File: config.mk
export PLATFORM = sky130hd
export DESIGN_NAME = action_selector
export DESIGN_NICKNAME = d
export VERILOG_FILES = /design/src/rtl/action_selector.sv
export SDC_FILE = /design/constraint.sdc
export NUM_CORES = 1
export LEC_CHECK = 0
export BUFFER_PORTS_ARGS = -buffer_cell sky130_fd_sc_hd__clkbuf_2
export CORE_ASPECT_RATIO = 1.25
export CORE_MARGIN = 3
export CORE_UTILIZATION = 30
export CTS_CLUSTER_DIAMETER = 100
export DETAILED_ROUTE_END_ITERATION = 12
export PLACE_DENSITY = 0.56
export SETUP_SLACK_MARGIN = 0.1
export SLEW_MARGIN = 20
export SYNTH_ARGS = -nofsm -noshare
export SYNTH_HDL_FRONTEND = slang
export SYNTH_SLANG_ARGS = --single-unit
File: constraint.sdc
create_clock -name clk -period 7.35 [get_ports clk]
set_input_delay 1.1025 -clock clk [delete_from_list [all_inputs] [get_ports clk]]
set_output_delay 1.1025 -clock clk [all_outputs]
set_load 0.1 [all_outputs]
File: src/rtl/action_selector.sv
// action_selector: four-state lane selector (greedy argmax with minimum-hold) and handshake output.
// Define ACTION_SEL_EXPLORE_EN to build the LFSR epsilon-exploration branch.
module action_selector #(
  parameter int         MIN_GREEN  = 2,
  parameter logic [7:0] EPS_THRESH = 8'd26,
  parameter logic [7:0] LFSR_SEED  = 8'hA5
) (
  input  logic              clk,
  input  logic              rst,
  input  logic              learning,
  input  logic              s_valid,
  input  logic [11:0]       S,
  output logic              s_ready,
  output logic [1:0]        A,
  output logic              a_valid,
  input  logic              a_ready,
  output logic signed [5:0] R,
  output logic              explored
);

  typedef enum logic [1:0] {IDLE, DECODE, SELECT, ISSUE} state_t;

  localparam logic [2:0] MIN_G = 3'(MIN_GREEN);

  state_t      state, state_nxt;
  logic [11:0] s_p0;
  logic [1:0]  argmax_p1;
  logic [2:0]  hold_cnt;
  logic        issued;
  logic [1:0]  last_a;
  logic [1:0]  sel_a;
  logic        sel_explored;
  logic        handshake;

  // Lowest index wins on ties, so all-zero levels pick lane 0.
  function automatic logic [1:0] argmax4(input logic [11:0] s);
    logic [2:0] best;
    logic [1:0] idx;
    best = s[2:0];
    idx  = 2'd0;
    for (int i = 1; i < 4; i++) begin
      if (s[3*i +: 3] > best) begin
        best = s[3*i +: 3];
        idx  = 2'(i);
      end
    end
    return idx;
  endfunction

  function automatic logic signed [5:0] neg_sum(input logic [11:0] s);
    logic [5:0] sum;
    sum = 6'(s[2:0]) + 6'(s[5:3]) + 6'(s[8:6]) + 6'(s[11:9]);
    return -$signed(sum);
  endfunction

  function automatic logic [2:0] sat_inc(input logic [2:0] h);
    return (h == 3'd7) ? 3'd7 : h + 3'd1;
  endfunction

  assign a_valid   = (state == ISSUE);
  assign handshake = a_valid && a_ready;

  always_comb begin
    state_nxt = state;
    case (state)
      IDLE:    if (s_valid && s_ready) state_nxt = DECODE;
      DECODE:  state_nxt = SELECT;
      SELECT:  state_nxt = ISSUE;
      ISSUE:   if (a_ready) state_nxt = IDLE;
      default: state_nxt = IDLE;
    endcase
  end

`ifdef ACTION_SEL_EXPLORE_EN
  logic [7:0] lfsr;

  // Fibonacci taps 8,6,5,4; free-running regardless of FSM state.
  function automatic logic [7:0] lfsr_next(input logic [7:0] x);
    return {x[6:0], x[7] ^ x[5] ^ x[4] ^ x[3]};
  endfunction

  always_ff @(posedge clk or negedge rst) begin
    if (!rst) lfsr <= LFSR_SEED;
    else      lfsr <= lfsr_next(lfsr);
  end
`else
  logic unused_cfg;
  assign unused_cfg = ^{learning, EPS_THRESH, LFSR_SEED};
`endif

  always_comb begin
    sel_a        = argmax_p1;
    sel_explored = 1'b0;
    if (issued && (hold_cnt < MIN_G)) sel_a = last_a;
`ifdef ACTION_SEL_EXPLORE_EN
    else if (learning && (lfsr < EPS_THRESH)) begin
      sel_a        = lfsr[1:0];
      sel_explored = 1'b1;
    end
`endif
  end

  always_ff @(posedge clk or negedge rst) begin
    if (!rst) begin
      state    <= IDLE;
      s_ready  <= 1'b0;
      A        <= 2'd0;
      explored <= 1'b0;
      R        <= '0;
      hold_cnt <= 3'd0;
      issued   <= 1'b0;
      last_a   <= 2'd0;
    end else begin
      state   <= state_nxt;
      s_ready <= (state_nxt == IDLE);
      if (state == DECODE) R <= neg_sum(s_p0);
      if (state == SELECT) begin
        A        <= sel_a;
        explored <= sel_explored;
      end
      if (handshake) begin
        issued   <= 1'b1;
        last_a   <= A;
        hold_cnt <= (!issued || (A != last_a)) ? 3'd1 : sat_inc(hold_cnt);
      end
    end
  end

  // Stage p0: capture state on acceptance; stage p1: argmax during DECODE.
  always_ff @(posedge clk) begin
    if ((state == IDLE) && s_valid && s_ready) s_p0 <= S;
    if (state == DECODE) argmax_p1 <= argmax4(s_p0);
  end

endmodule

; After elaboration in Yosys (flattened, before gate mapping)
; Cells that the tools add are included.
[word_totals]
regBits = 31
inputBits = 17
out_inout_bits = 11
[op_classes]
addsub = 5
order_cmp = 4
eq_ne = 5
muxes = 12
reduce_logical = 10
[ops]
columns = operator, count
row1 = $mux 3, 6
row2 = $gt 3x3->1, 3
row3 = $pmux 2 s4, 1
row4 = $add 5x3->6, 1
row5 = $mux 2, 3
row6 = $neg 6->6, 1
row7 = $add 4x3->5, 1
row8 = $logic_and 1x1->1, 5
row9 = $add 3x3->4, 1
row10 = $eq 2x2->1 const B, 2
row11 = $logic_not 2->1, 2
row12 = $add 3x1->3 const B, 1
row13 = $eq 3x3->1 const B, 1
row14 = $lt 3x2->1 const B, 1
row15 = $eq 2x1->1 const B, 1
row16 = $mux 1, 2
row17 = $ne 2x2->1, 1
row18 = $reduce_or 2->1, 1
row19 = $logic_not 1->1, 1
row20 = $logic_or 1x1->1, 1

; Logic depth before layout (Yosys ltp)
[depth]
depth_word = 8
depth_mapped = 15

; Worst setup path before layout
; No wires, ideal clock.
[synth_timing]
path_type = reg-to-reg
startpoint = register s_p0[2]
endpoint = register argmax_p1[0] (data pin)
setup_time_ns = 0.266
arrival_time_ns = 3.101
required_ns = 7.084
setup_slack_ns = 3.982
path_stages_with_launch = 16
path_buffers = 0
synth_period_minus_slack_ns = 3.368
path_cell_list = edfxtp_1 > inv_1 > ha_1 > and3_1 > a21oi_4 > mux2i_1 > ha_1 > nor2b_1 > o21ai_0 > a21oi_1 > mux2_2 > ha_1 > nor2b_1 > o21a_1 > o21ai_0 > o21ai_0
[synth_via]
elab_chain_cells = 7
word_cells_on_any_way = 9
classes_between = 3 x order compare / 6 x mux
[synth_lines]
columns = item, line
row1 = "start, declared", 26  ; logic [11:0] s_p0;
row2 = "start signal, assigned", 131  ; if ((state == IDLE) && s_valid && s_ready) s_p0 <= S;
row3 = $gt 3x3->1, 42  ; if (s[3*i +: 3] > best) begin
row4 = $mux 3, 42
row5 = $mux 3, 132  ; if (state == DECODE) argmax_p1 <= argmax4(s_p0);
row6 = $gt 3x3->1, 42
row7 = $mux 3, 42
row8 = $mux 3, 132
row9 = $gt 3x3->1, 42
row10 = "end signal, assigned", 132
row11 = "end, declared", 27  ; logic [1:0] argmax_p1;
; Parallel ways exist; a longest one is shown, timed or not. The select of a mux whose other input is x is not followed.
; A chain may end at the register's enable or synchronous reset.

; Final worst setup path
[layout_timing]
startpoint = register s_p0[2]
endpoint = register argmax_p1[1] (data pin)
[layout_via]
elab_chain_cells = 8
[layout_lines]
columns = item, line
row1 = $gt 3x3->1, 42
row2 = $mux 3 *, 42
row3 = $mux 3 *, 132
row4 = $gt 3x3->1, 42
row5 = $mux 3, 42
row6 = $mux 3, 132
row7 = $gt 3x3->1, 42
row8 = $reduce_or 2->1 (no source line) *, n/a
; Every way passes the cells marked *; elsewhere a longest branch is shown, timed or not. The select of a mux whose other input is x is not followed.

==> reports/results.txt <==
Status = finished clean
Area share of the largest cell type after synthesis = 24.8%
# IOs = 28
Initial detailed-routing violation count = 23
Seq/Total Area, Yosys = 49.2%
Core ar. = 5480 sq um
Starting Density = 31.3%
Fin Clk Skew = 0.00531 ns
FF/Latch Area = 846 sq um
Final Hold Viols = 0
Ratio of cells with drive above 1 in the final layout = 22.9%
Hold slack final = 0.488 ns
Vias in the first global route = 1099
Post-CTS Setup Bufs = 0
Kind of end point of the critical path = flop
DRC Markers = 0
Worst-Margin Slew = 0.572 ns
Reg clk slew, reported paths = 0.07 ns
Slew Viols, Final = 0
Worst IR drop on VDD = 0.121 mV
CP required = 7.37 ns
Grt total ovfl = 0
DPL Wire Length = 2.17 mm
Pwr dens = 404 nW/um^2
Mapped cell area = 1720 sq um
Max Clk Rate = 0.271 GHz
# rows = 30
Yosys reg bits = 31
Num CTS Buffers = 5
Synth area leader = dfrtp_1
Synth unique cells = 30
Area contributors post-synth = dfrtp_1, edfxtp_1, ha_1, fa_1, inv_1
Final nets = 217
Via count = 1061
Period Utilization, post-route = 50.2%
Largest net degree at the start of global routing = 18
Leak pwr = 0.000973 uW
Tmin final = 3.69 ns
Hold WC Path Type = flop to flop
Wire per inst = 10.8 um
Setup violators final = 0
Critical path type = flop to flop
N_diodes = 0
Area of the multi-input gates = 777 sq um
MaxCap Viol Count = 0
CTS resizes = 0
Area growth from synthesis to layout = 17.8%
Clock Tree Buf Depth = 2
Post-detailed-route count of antenna-violating nets = 0
Total negative slack = 0 ns
Worst setup SP type = flop
Filler cell count = 543
Input/output buffers = 25
Htree depth = 2
Final WL = 2.63 mm
Power, Total = 817 uW
Drt first pass iters = 3
Cells after Synth = 149
Vias per Instance = 4.37
Syn_area_per_cell = 11.5 sq um
GPL Wtd Cong = 0.748
CTS Hold Bufs = 0
Root buffer cell = clkbuf_8
Aggregate global-route resource usage = 9.10%
Initial antenna violation count = 0
Die width = 73.7 um
Worst-path fanout max = 3
Worst EP arrival = 3.71 ns
CTS tree = yes
RSZ-0062 raised after global routing = false
Die area = 6680 sq um
Ys Warns = 0
Die Y = 90.6 um
Slew HR = 61.9%
Num Clock Sinks = 31
Skew-Pair Late Insertion Delay = 0.28 ns
Syn Nets = 188
First-pass GRT wire length = 4.70 mm
==> placed cells by master, fill, tap and decap left out <==
| cell | n |
|---|---|
| ha_1 | 16 |
| a21oi_1 | 6 |
| o22a_1 | 1 |
| clkbuf_8 | 6 |
| mux2i_1 | 5 |
| nand2b_1 | 3 |
| o31ai_1 | 1 |
| nor3b_1 | 1 |
| o21ai_0 | 9 |
| xnor2_1 | 2 |
| dfrtp_1 | 17 |
| a21oi_4 | 1 |
| inv_1 | 21 |
| clkinv_2 | 1 |
| fa_1 | 6 |
| o21a_1 | 1 |
| conb_1 | 1 |
| nor2_1 | 3 |
| nor2b_1 | 3 |
| nand3_1 | 4 |
| bufinv_16 | 1 |
| nand2_1 | 15 |
| edfxtp_1 | 14 |
| a21o_1 | 2 |
| a21oi_2 | 1 |
| xor2_1 | 1 |
| clkbuf_2 | 25 |
| and2_1 | 2 |
| nand3b_2 | 1 |
| and3_1 | 4 |
| mux2_2 | 5 |
==> critical path: stages, from the launching register on <==
cell and delay, ns:
edfxtp_1 0.41, inv_1 0.06, ha_1 0.34, and3_1 0.21, a21oi_4 0.16, mux2i_1 0.26
ha_1 0.28, nor2b_1 0.13, o21ai_0 0.24, a21oi_1 0.17, mux2_2 0.29, ha_1 0.29
nor2b_1 0.13, o21a_1 0.16, o21ai_0 0.20, o21ai_0 0.12
==> through the flow <==
| step | std cells | util (%) | setup slack [ns] | cell area [sq um] |
|---|---|---|---|---|
| after CTS | 243 | 36.9 | 3.63 | 2020 |
| after global routing | 243 | 36.9 | 3.28 | 2020 |
| after detailed placement | 235 | 34.8 | 3.64 | 1910 |
| after global placement | 235 | 34.8 | 3.67 | 1910 |
| final | 243 | 36.9 | 3.66 | 2020 |
| after floorplan | 149 | - | 3.98 | 1720 |
==> layer usage <==
layer,track usage (%),vias up,wire length (um)
li1,-,556,-
met1,10.8,475,1210
met2,14.1,25,1220
met3,3.79,5,166
met4,4.08,0,45
met5,0,-,0
==> kinds of logic after synthesis <==
family / count (synthesis) / synth area share [%]
buf+inv: 24 / 5.54
mux: 10 / 6.19
compound gates: 22 / 8.08
flops: 31 / 49.2
other cells: 1 / 0.218
xor+xnor: 3 / 1.53
fa+ha+maj: 22 / 18.6
simple gates: 36 / 10.6
==> report_power, final <==
group	internal (uW)	switching [uW]	total (uW)
Sequential	231	33.2	264
Clock	110	60.5	170
Combinational	93.8	289	383
Total	435	382	817
==> path summary, 6_finish.rpt <==
kind | endpoint | slack (ns) | cells after the start | start
worst min register to register | R[5] | 0.49 | 2 | R[5]
max in group asynchronous | s_ready | 6.30 | 1 | rst
min in group asynchronous | A[0] | 0.75 | 1 | rst
worst max-delay path | argmax_p1[1] | 3.66 | 15 | s_p0[2]
worst min-delay path | R[5] | 0.49 | 2 | R[5]
worst max register to register | argmax_p1[1] | 3.66 | 15 | s_p0[2]
==> cells in the mapped netlist (all sizes together) <==
cell type   n
xnor2       2
nor2b       3
nand3       4
ha         16
nand2b      3
xor2        1
o21a        1
buf         2
clkbuf      1
o31ai       1
fa          6
o22a        1
edfxtp     14
and3        4
mux2i       5
and2        2
conb        1
nand3b      1
mux2        5
inv        21
nor3b       1
nand2      15
nor2        3
dfrtp      17
o21ai       9
a21oi       8
a21o        2
==> layout make-up <==
type,instances,area share (%)
Sequential cell,31,41.8
Multi-Input combinational cell,94,38.4
Timing Repair Buffer,25,6.18
Clock buffer,6,4.08
Tap cell,64,3.96
Inverter,21,3.89
Clock inverter,2,1.73
==> sequential cells by signal, indices dropped and copies added (netlist names) <==
signal	count
A	2
R	6
argmax_p1	2
hold_cnt	3
issued	1
last_a	2
s_p0	12
s_ready	1
state	2
No activity file was read; power rests on OpenSTA's default activity.
